==> config.mk <==
export PLATFORM = sky130hd
export DESIGN_NAME = psi_t_framer
export DESIGN_NICKNAME = d
export VERILOG_FILES = /design/src/rtl/psi_t_framer.sv
export SDC_FILE = /design/constraint.sdc
export NUM_CORES = 1
export LEC_CHECK = 0
export ABC_AREA = 0
export ABC_CLOCK_PERIOD_IN_PS = 6600
export CELL_PAD_IN_SITES_DETAIL_PLACEMENT = 2
export CELL_PAD_IN_SITES_GLOBAL_PLACEMENT = 2
export CORE_MARGIN = 4
export CORE_UTILIZATION = 34
export DETAILED_ROUTE_END_ITERATION = 16
export PLACE_DENSITY_LB_ADDON = 0.1
export SYNTH_ARGS = -nofsm -noshare
export SYNTH_HDL_FRONTEND = slang
export SYNTH_SLANG_ARGS = --single-unit
==> constraint.sdc <==
create_clock -name clk -period 6.6 [get_ports clk]
set_input_delay 0.99 -clock clk [delete_from_list [all_inputs] [get_ports clk]]
set_output_delay 0.99 -clock clk [all_outputs]
set_load 0.005 [all_outputs]
==> src/rtl/psi_t_framer.sv <==
// psi_t sample FIFO (first-word-fall-through) re-emitted as a ready/valid stream
// with m_tlast every FRAME_LEN transfers. Optional NaN/Inf scrub: PSI_T_FRAMER_NANCHK_EN.
module psi_t_framer #(
  parameter int DEPTH     = 16,
  parameter int FRAME_LEN = 64
) (
  input  logic                     clk,
  input  logic                     rst,
  input  logic [63:0]              psi_t,
  input  logic                     psi_t_vld,
  output logic [63:0]              m_tdata,
  output logic                     m_tvalid,
  input  logic                     m_tready,
  output logic                     m_tlast,
  output logic [$clog2(DEPTH):0]   fill,
  output logic [15:0]              frames,
  output logic                     overflow,
  output logic                     nan_err,
  input  logic                     clr_err
);

  localparam int AW = $clog2(DEPTH);

  logic [63:0]   mem [DEPTH];
  logic [AW-1:0] wr_ptr;
  logic [AW-1:0] rd_ptr;
  logic [15:0]   pos;
  logic          full;
  logic          push;
  logic          drop;
  logic          pop;
  logic [63:0]   wdata;

  // Fullness is judged on the registered fill, so a same-cycle pop never makes room.
  assign full     = (fill == (AW+1)'(DEPTH));
  assign push     = psi_t_vld && !full;
  assign drop     = psi_t_vld && full;
  assign m_tvalid = (fill != '0);
  assign pop      = m_tvalid && m_tready;
  assign m_tdata  = m_tvalid ? mem[rd_ptr] : '0;
  assign m_tlast  = m_tvalid && (pos == 16'(FRAME_LEN - 1));

`ifdef PSI_T_FRAMER_NANCHK_EN
  logic non_finite;

  assign non_finite = (psi_t[62:52] == 11'h7FF);
  assign wdata      = non_finite ? '0 : psi_t;

  always_ff @(posedge clk or posedge rst) begin
    if (rst) begin
      nan_err <= 1'b0;
    end else if (push && non_finite) begin
      nan_err <= 1'b1;
    end else if (clr_err) begin
      nan_err <= 1'b0;
    end
  end
`else
  assign wdata   = psi_t;
  assign nan_err = 1'b0;
`endif

  always_ff @(posedge clk) begin
    if (push) begin
      mem[wr_ptr] <= wdata;
    end
  end

  always_ff @(posedge clk or posedge rst) begin
    if (rst) begin
      wr_ptr   <= '0;
      rd_ptr   <= '0;
      fill     <= '0;
      pos      <= '0;
      frames   <= '0;
      overflow <= 1'b0;
    end else begin
      if (push) begin
        wr_ptr <= wr_ptr + 1'b1;
      end
      if (pop) begin
        rd_ptr <= rd_ptr + 1'b1;
        if (m_tlast) begin
          pos    <= '0;
          frames <= frames + 1'b1;
        end else begin
          pos <= pos + 1'b1;
        end
      end
      if (push && !pop) begin
        fill <= fill + 1'b1;
      end else if (!push && pop) begin
        fill <= fill - 1'b1;
      end
      if (drop) begin
        overflow <= 1'b1;
      end else if (clr_err) begin
        overflow <= 1'b0;
      end
    end
  end

endmodule

Word-level counts from Yosys, hierarchy flattened --
Memories as Yosys holds them, arrays and structs flattened. Cells that the tools add are included.
Storage, ports and cells: memories kept 1, logic and storage cells 36, memory bits (writable) 1024, bits in registers 46, output and inout bits 89, input port bits 69
Memories:
- mem | depth 16, bits a word 64, rd ports 1, clocked after memory_dff 0, wr ports 1, RTL line 24 | logic [63:0] mem [DEPTH];
Cells by class: $add $sub $neg 6, reductions and logical operators 13, muxes and demuxes 8, eq/ne operators 2
Operator list (count):
- 2-to-1 mux 64 bit | 1
- adder 16 x 1 -> 16 bit (second input constant) | 2
- equality test 16 x 6 -> 1 bit (second input constant) | 1
- 2-to-1 mux 16 bit | 1
- 2-to-1 mux 5 bit | 2
- adder 4 x 1 -> 4 bit (second input constant) | 2
- logical AND 1 bit | 6
- adder 5 x 1 -> 5 bit (second input constant) | 1
- equality test 5 bit (second input constant) | 1
- nonzero test 5 bit | 1
- subtractor 5 x 1 -> 5 bit (second input constant) | 1
- 2-to-1 mux 1 bit | 4
- nonzero test 2 bit | 2
- zero test 1 bit | 3
- AND reduction 2 bit | 1

Logic depth before layout (Yosys ltp) --
depth in word-level cells 7, gate-level depth with buffers 10, depth with buffers taken out 10

Least setup slack after synthesis --
Ideal clock, no wire load.
path type input -> register, start point input port psi_t_vld, end point memory mem[3][0] (enable), setup slack 0.010 ns, stages on the path 3, library setup time 0.564 ns, data required time 6.036 ns, arrival 6.026 ns, path buffers 0, cell sequence a21boi_1 nand2_1 nor3_1
Between the ends: cells in the longest elaborated chain, start to end 3
Ends and longest elaborated chain:
- start: declaration | RTL line 10 | input logic psi_t_vld,
- logical AND 1 bit | RTL line 36 | assign push = psi_t_vld && !full;
- 2-to-1 mux 1 bit | RTL line 64 | if (push) begin
- 2-to-1 mux 1 bit (not written as such) | RTL line 65 | mem[wr_ptr] <= wdata;
- end: declaration | RTL line 24
No other way between the ends.

Worst setup path after layout --
start point register rd_ptr[0], end point output port m_tdata[54]
Between the ends: cells in the longest elaborated chain, start to end 2
Ends and longest elaborated chain:
- start: declaration | RTL line 26 | logic [AW-1:0] rd_ptr;
- start signal: assignment | RTL line 82 | rd_ptr <= rd_ptr + 1'b1;
- memory (16 x 64 bit)
- 2-to-1 mux 64 bit | RTL line 40 | assign m_tdata = m_tvalid ? mem[rd_ptr] : '0;
- end: declaration | RTL line 11 | output logic [63:0] m_tdata,
No other way between the ends.

==> summary.md <==
| Metric | Value |
|---|---|
| Drt drc | 0 |
| Die width | 357 um |
| Total chip power | 21.2 mW |
| DIE HEIGHT | ~360 um |
| Setup-failing EPs final | 0 |
| Leakage power | 15.3 nW |
| Vias in the first global route | 22000 |
| Actual slew at the worst max-slew pin | 1.12 ns |
| Post-synthesis sequential area ratio | between 70% and 80% |
| Mapped Area | ~41000 sq um |
| CTS tree | yes |
| Outcome | finished, final reports clean |
| Ratio of final minimum period to clock period | 73.2% |
| Worst slew margin | between 20% and 30% |
| Min Hold Slack | 0.483 ns |
| Critical path arrival | 3.84 ns |
| Final HPWL DP | around 55000 um |
| H-tree depth | 3 |
| Synth async-reset ratio | under 10% |
| Average size of a mapped cell | around 23 sq um |
| Commonest cells in the netlist | edfxtp_1 (1024), mux4_2 (256), mux2_2 (129), a22o_1 (64), dfrtp_1 (46) |
| Dominant synthesized flop cell | edfxtp_1 |
| Post-synth EDFFs | 1024 |
| Syn_nets | about 1900 |
| Largest net degree at the start of global routing | 70 |
| Worst-Skew Late Latency | 0.70 ns |
| Max Slew Vio Count | 0 |
| Critical Path Start Type | flip-flop |
| Vias post-DR | 19000 |
| Placer's final routability congestion estimate | around 0.69 |
| Full die area | 127000 sq um |
| Number of CTS-inserted buffers | 116 |
| Distinct cell type count after synthesis | 40 |
| Final cell count without fillers | between 3000 and 4000 |
| Post-Synthesis Cells | 1801 |
| Longest Clk Path Bufs | 3 |
| Kind of critical path | reg -> out |
| Initial Util | 34.4% |
| Port bufs | 156 |
| First-pass GRT wire length | 154000 um |
| Drt first pass iters | 5 |
| Via-per-instance ratio | 5.09 |
| Post-route antenna net violation count | 0 |
| GRT Overall Usage | between 10% and 20% |
| Worst ir drop on vdd | 241 uV |
| Worst-path clk slew | 0.06 ns |
| Clk_skew | 0.0295 ns |
| Root buffer cell | clkbuf_16 |
| Crit. End Element | output pin |
| CORE AREA | ~120000 sq um |
| Fin crit period | approximately 4.8 ns |
| Area share of the largest cell type after synthesis | 74.3% |
| Final wirelength | 104000 um |
| Area contributors post-synth | edfxtp_1 (74%), mux4_2 (14%), mux2_2 (3.5%) |
| Final hold violations | 0 |
| RSZ-0062 raised after global routing | false |
| F_max | 207 MHz |
| Inst Count DP | 3523 |
| Post-DR wirelength/cell | 27.8 um |
| FF-to-FF setup slack | roughly 3.0 ns |
| Pwr dens | 435 nW/um^2 |
| Core Rows | roughly 130 |
| Total Nets Final | approximately 2100 |
| Ports | 158 |
| Area growth, synth to finish | 17.6% |
| Grt total ovfl | 0 |
| Clk sinks | 1070 |
| Most area-hungry cell type in the Yosys netlist | edfxtp_1 |
| Hold Crit Class | reg -> reg |
| Yosys reg bits | about 1100 |
| Final Util | 40.4% |
| # Post-CTS Setup Buffers | 0 |
| CTS resizes | 0 |
| Iteration-0 DRC count of the detailed router | between 1000 and 1500 |
| Initial antenna violation count | 7 |
| Crit Path Max Fanout | 31 |
| Warnings from Yosys | 0 |
| Max-cap viol count | 0 |
| Total negative setup slack | 0 ns |
| CTS Hold Bufs | 0 |
| Share of cells above drive strength 1 | 28.7% |
| Worst EP required | about 5.6 ns |
| Most numerous cell in the Yosys netlist | edfxtp_1 |
routing by layer:
| metal | share of wire, % | wire length, um | GRT usage (%) |
|---|---|---|---|
| met3 | 3.8 | 3990 | 2.87 |
| met2 | 50 | 51900 | 28.1 |
| met1 | 44 | 45800 | 22.3 |
| met4 | 1.8 | 1920 | 3.59 |
| met5 | 0.025 | 26 | 0 |
flip-flops by register name (all words and copies together), names as in the netlist:
register	cells
mem	1024
pos	16
rd_ptr	4
frames	16
fill	5
wr_ptr	4
overflow	1
per-stage QoR:
stage	instance area [sq um]	setup WS, ns
global route	48700	1.51
floorplan	41400	0.00975
finish	48700	1.77
CTS	48700	1.57
detailed placement	45200	1.95
global placement	45200	1.92
where the power goes:
| group | internal, mW | leakage, nW | switching, mW |
|---|---|---|---|
| logic | 3.39 | 3.77 | 3.10 |
| registers | 8.17 | 9.83 | 0.450 |
| clock network | 3.46 | 1.71 | 2.60 |
layout make-up:
class | count | area [sq um]
Sequential cell | 1070 | 31900
Clock inverter | 50 | 403
Clock buffer | 157 | 3100
Fill cell | 11200 | 71800
Timing Repair Buffer | 201 | 2140
Inverter | 13 | 48.8
Multi-Input combinational cell | 627 | 9060
Antenna cell | 3 | 7.51
Tap cell | 1612 | 2020
logic make-up after synthesis:
group / count (synthesis) / synth area share, %
simple gates: 111 / 1.34
fa+ha+maj: 13 / 0.411
mux: 387 / 17.5
other cells: 1 / 0.00906
xor+xnor: 37 / 0.783
compound gates: 78 / 1.56
buf+inv: 104 / 1.37
flops: 1070 / 77.0
critical path, stage by stage, from the launching register on:
cell             delay, ns
dfrtp_4               0.92
buf_4                 0.51
mux4_2                0.56
mux2_2                0.29
a22o_1                0.35
clkdlybuf4s50_1       0.50
cells in the final DEF (no fill, tap or decap), types with 2 or more instances in the layout:
master / synthesis / final
mux2i_1: 2 / 2
clkbuf_8: 0 / 2
inv_2: 2 / 3
mux4_2: 256 / 256
and3_1: 8 / 8
nor4_2: 3 / 3
xnor2_1: 27 / 27
nor2_4: 0 / 13
ha_1: 12 / 12
nor3_1: 8 / 4
edfxtp_1: 1024 / 1024
nand4_1: 14 / 14
dfrtp_4: 0 / 3
clkbuf_1: 37 / 38
mux2_2: 129 / 129
clkinv_2: 0 / 18
nand2_1: 28 / 28
nand3_1: 14 / 14
nor2_1: 27 / 14
clkbuf_16: 0 / 117
inv_6: 0 / 2
nor3_2: 0 / 4
a21oi_1: 3 / 3
bufinv_16: 0 / 5
buf_12: 0 / 19
a22o_1: 64 / 64
dfrtp_1: 46 / 43
clkinvlp_4: 0 / 2
diode_2: 0 / 3
o21ai_0: 5 / 5
inv_1: 11 / 10
nand2b_1: 2 / 2
clkinv_1: 0 / 20
clkdlybuf4s50_1: 0 / 156
xor2_1: 10 / 10
buf_4: 3 / 26
worst paths after layout:
kind | from | to | depth (start not counted)
setup / recovery | rd_ptr[0]$_DFFE_PP0P_ | m_tdata[54] | 5
hold / removal | frames[15]$_DFFE_PP0P_ | frames[15]$_DFFE_PP0P_ | 1
setup reg to reg | fill[2]$_DFFE_PP0P_ | mem[14][10]$_DFFE_PP_ | 5
hold reg to reg | frames[15]$_DFFE_PP0P_ | frames[15]$_DFFE_PP0P_ | 1
max in group asynchronous | rst | rd_ptr[0]$_DFFE_PP0P_ | 3
min in group asynchronous | rst | frames[7]$_DFFE_PP0P_ | 3
No activity file was read; power rests on OpenSTA's default activity.
==> edit: new RTL, config.mk and constraints unchanged <==
The option `PSI_T_FRAMER_NANCHK_EN` is turned on by a define.
--- a/src/rtl/psi_t_framer.sv
+++ b/src/rtl/psi_t_framer.sv
@@ -1,4 +1,6 @@
 // psi_t sample FIFO (first-word-fall-through) re-emitted as a ready/valid stream
 // with m_tlast every FRAME_LEN transfers. Optional NaN/Inf scrub: PSI_T_FRAMER_NANCHK_EN.
+`define PSI_T_FRAMER_NANCHK_EN
+
 module psi_t_framer #(
   parameter int DEPTH     = 16,
Behaviour: not the same (a bounded check fails within 4 cycles, from zero or initial values and one cycle with rst high).
==> edit against the unedited design <==
  * Wire length up 6.0%
  * Synthesized area grew 0.98%
  * Cell count up 2.4%
  * Power increased by 2.1%
  * Hold slack hardly changed
  * Setup slack worse by 0.027 ns
  * Final area grew 1.4%
  * Synthesized cell count grew 3.9%
  * Sequential cell count rose by 1
  * Clock power increased by 5.3%
  * Global-route usage grew 0.73 points
  * Critical path type unchanged
  * Largest cell class unchanged
  * Highest routed layer is now met4
==> edit: results (changes against the unedited design) <==
[layout]
fin_cells=3823  ; +2.4%
buffer_area_frac=0.0429  ; -0.000999
drive_above_1_share=0.275  ; -0.0118
multi_input_area_um2=9480  ; +4.6%
num-nets-final=2183  ; +3.4%
nClkBuffers=162  ; +3.2%
clock_area_frac=0.0756  ; +0.00367
sh_seq_area=0.647  ; -0.00835

[grt]
antenna_found_initial=8  ; +1
grt_pass1_wl_um=160000  ; +4.0%
grt_max_degree=154  ; +120%
grt_pass1_vias=22200  ; +1.0%

[pwr]
seq-power_w=0.00852  ; -1%
p_leak_nw=15.6  ; +2.0%
irDropWorstVdd_mv=0.361  ; +50%

[place]
io_buffer_count=157  ; +0.64%
place.gp.congestion=0.699  ; +0.91%
hpwl_um=57400  ; +4.2%
place_inst=3604  ; +2.3%

[sta]
tightestPinTransition_ns=1.42  ; +0.297 ns
hold_slack_ns=0.483  ; +0.000443 ns
finClkSkew_ns=0.0209  ; -0.00864 ns

[setup_path]
r2r-start=fill[0]$_DFFE_PP0P_
cp-endpoint=m_tdata[31]
cp_max_fo=34  ; +9.7%
timing.rr.end=mem[4][40]$_DFFE_PP_

[logic_synthesis]
synth-async-reset-ratio=0.0439  ; +0.000894
synth-compound-area-share=0.0159  ; +0.000357
synth.area.top_cells=edfxtp_1 74%, mux4_2 14%, mux2_2 3.5%
syn_nets=1954  ; +3.8%
synthTopCellsByCount=1,024 x edfxtp_1, 256 x mux4_2, 129 x mux2_2
synth_xor_area_frac=0.00775  ; -0.0000761

[cts]
cts_buffers=120  ; +3.4%

[route]
num_vias=19600  ; +3.1%

[outcome]
outcome=completed

edit: changes by cell type in the layout (fill, tap and decap cells not counted), sizes merged, moves of 4 or more:
cell,before,now
bufinv,5,9
nor2,28,24
clkbuf,157,162
clkinv,41,46
nor2b,0,65
nand3,14,22
nand4,14,10
edit: metrics by stage:
stage                     power (W)  utilization  setup slack [ns]
after floorplan              0.0127            -             0.171
after global placement       0.0155        0.374              2.26
after detailed placement     0.0156        0.374              2.20
after CTS                    0.0221        0.404              1.53
after global routing         0.0227        0.404              1.45
final                        0.0216        0.404              1.74
edit: per-layer routing:
metal	vias up	GRT usage	wire length [um]
met5	-	0	0
met4	0	0.0343	1820
met3	130	0.0256	3830
met2	361	0.298	55700
met1	10800	0.232	48600
li1	8276	-	-
edit: critical path: stages, from the launching register on:
cell and delay (ns):
dfrtp_4 0.81, buf_4 0.69, mux4_2 0.60, mux2_2 0.28
a22o_1 0.24, clkdlybuf4s50_1 0.47
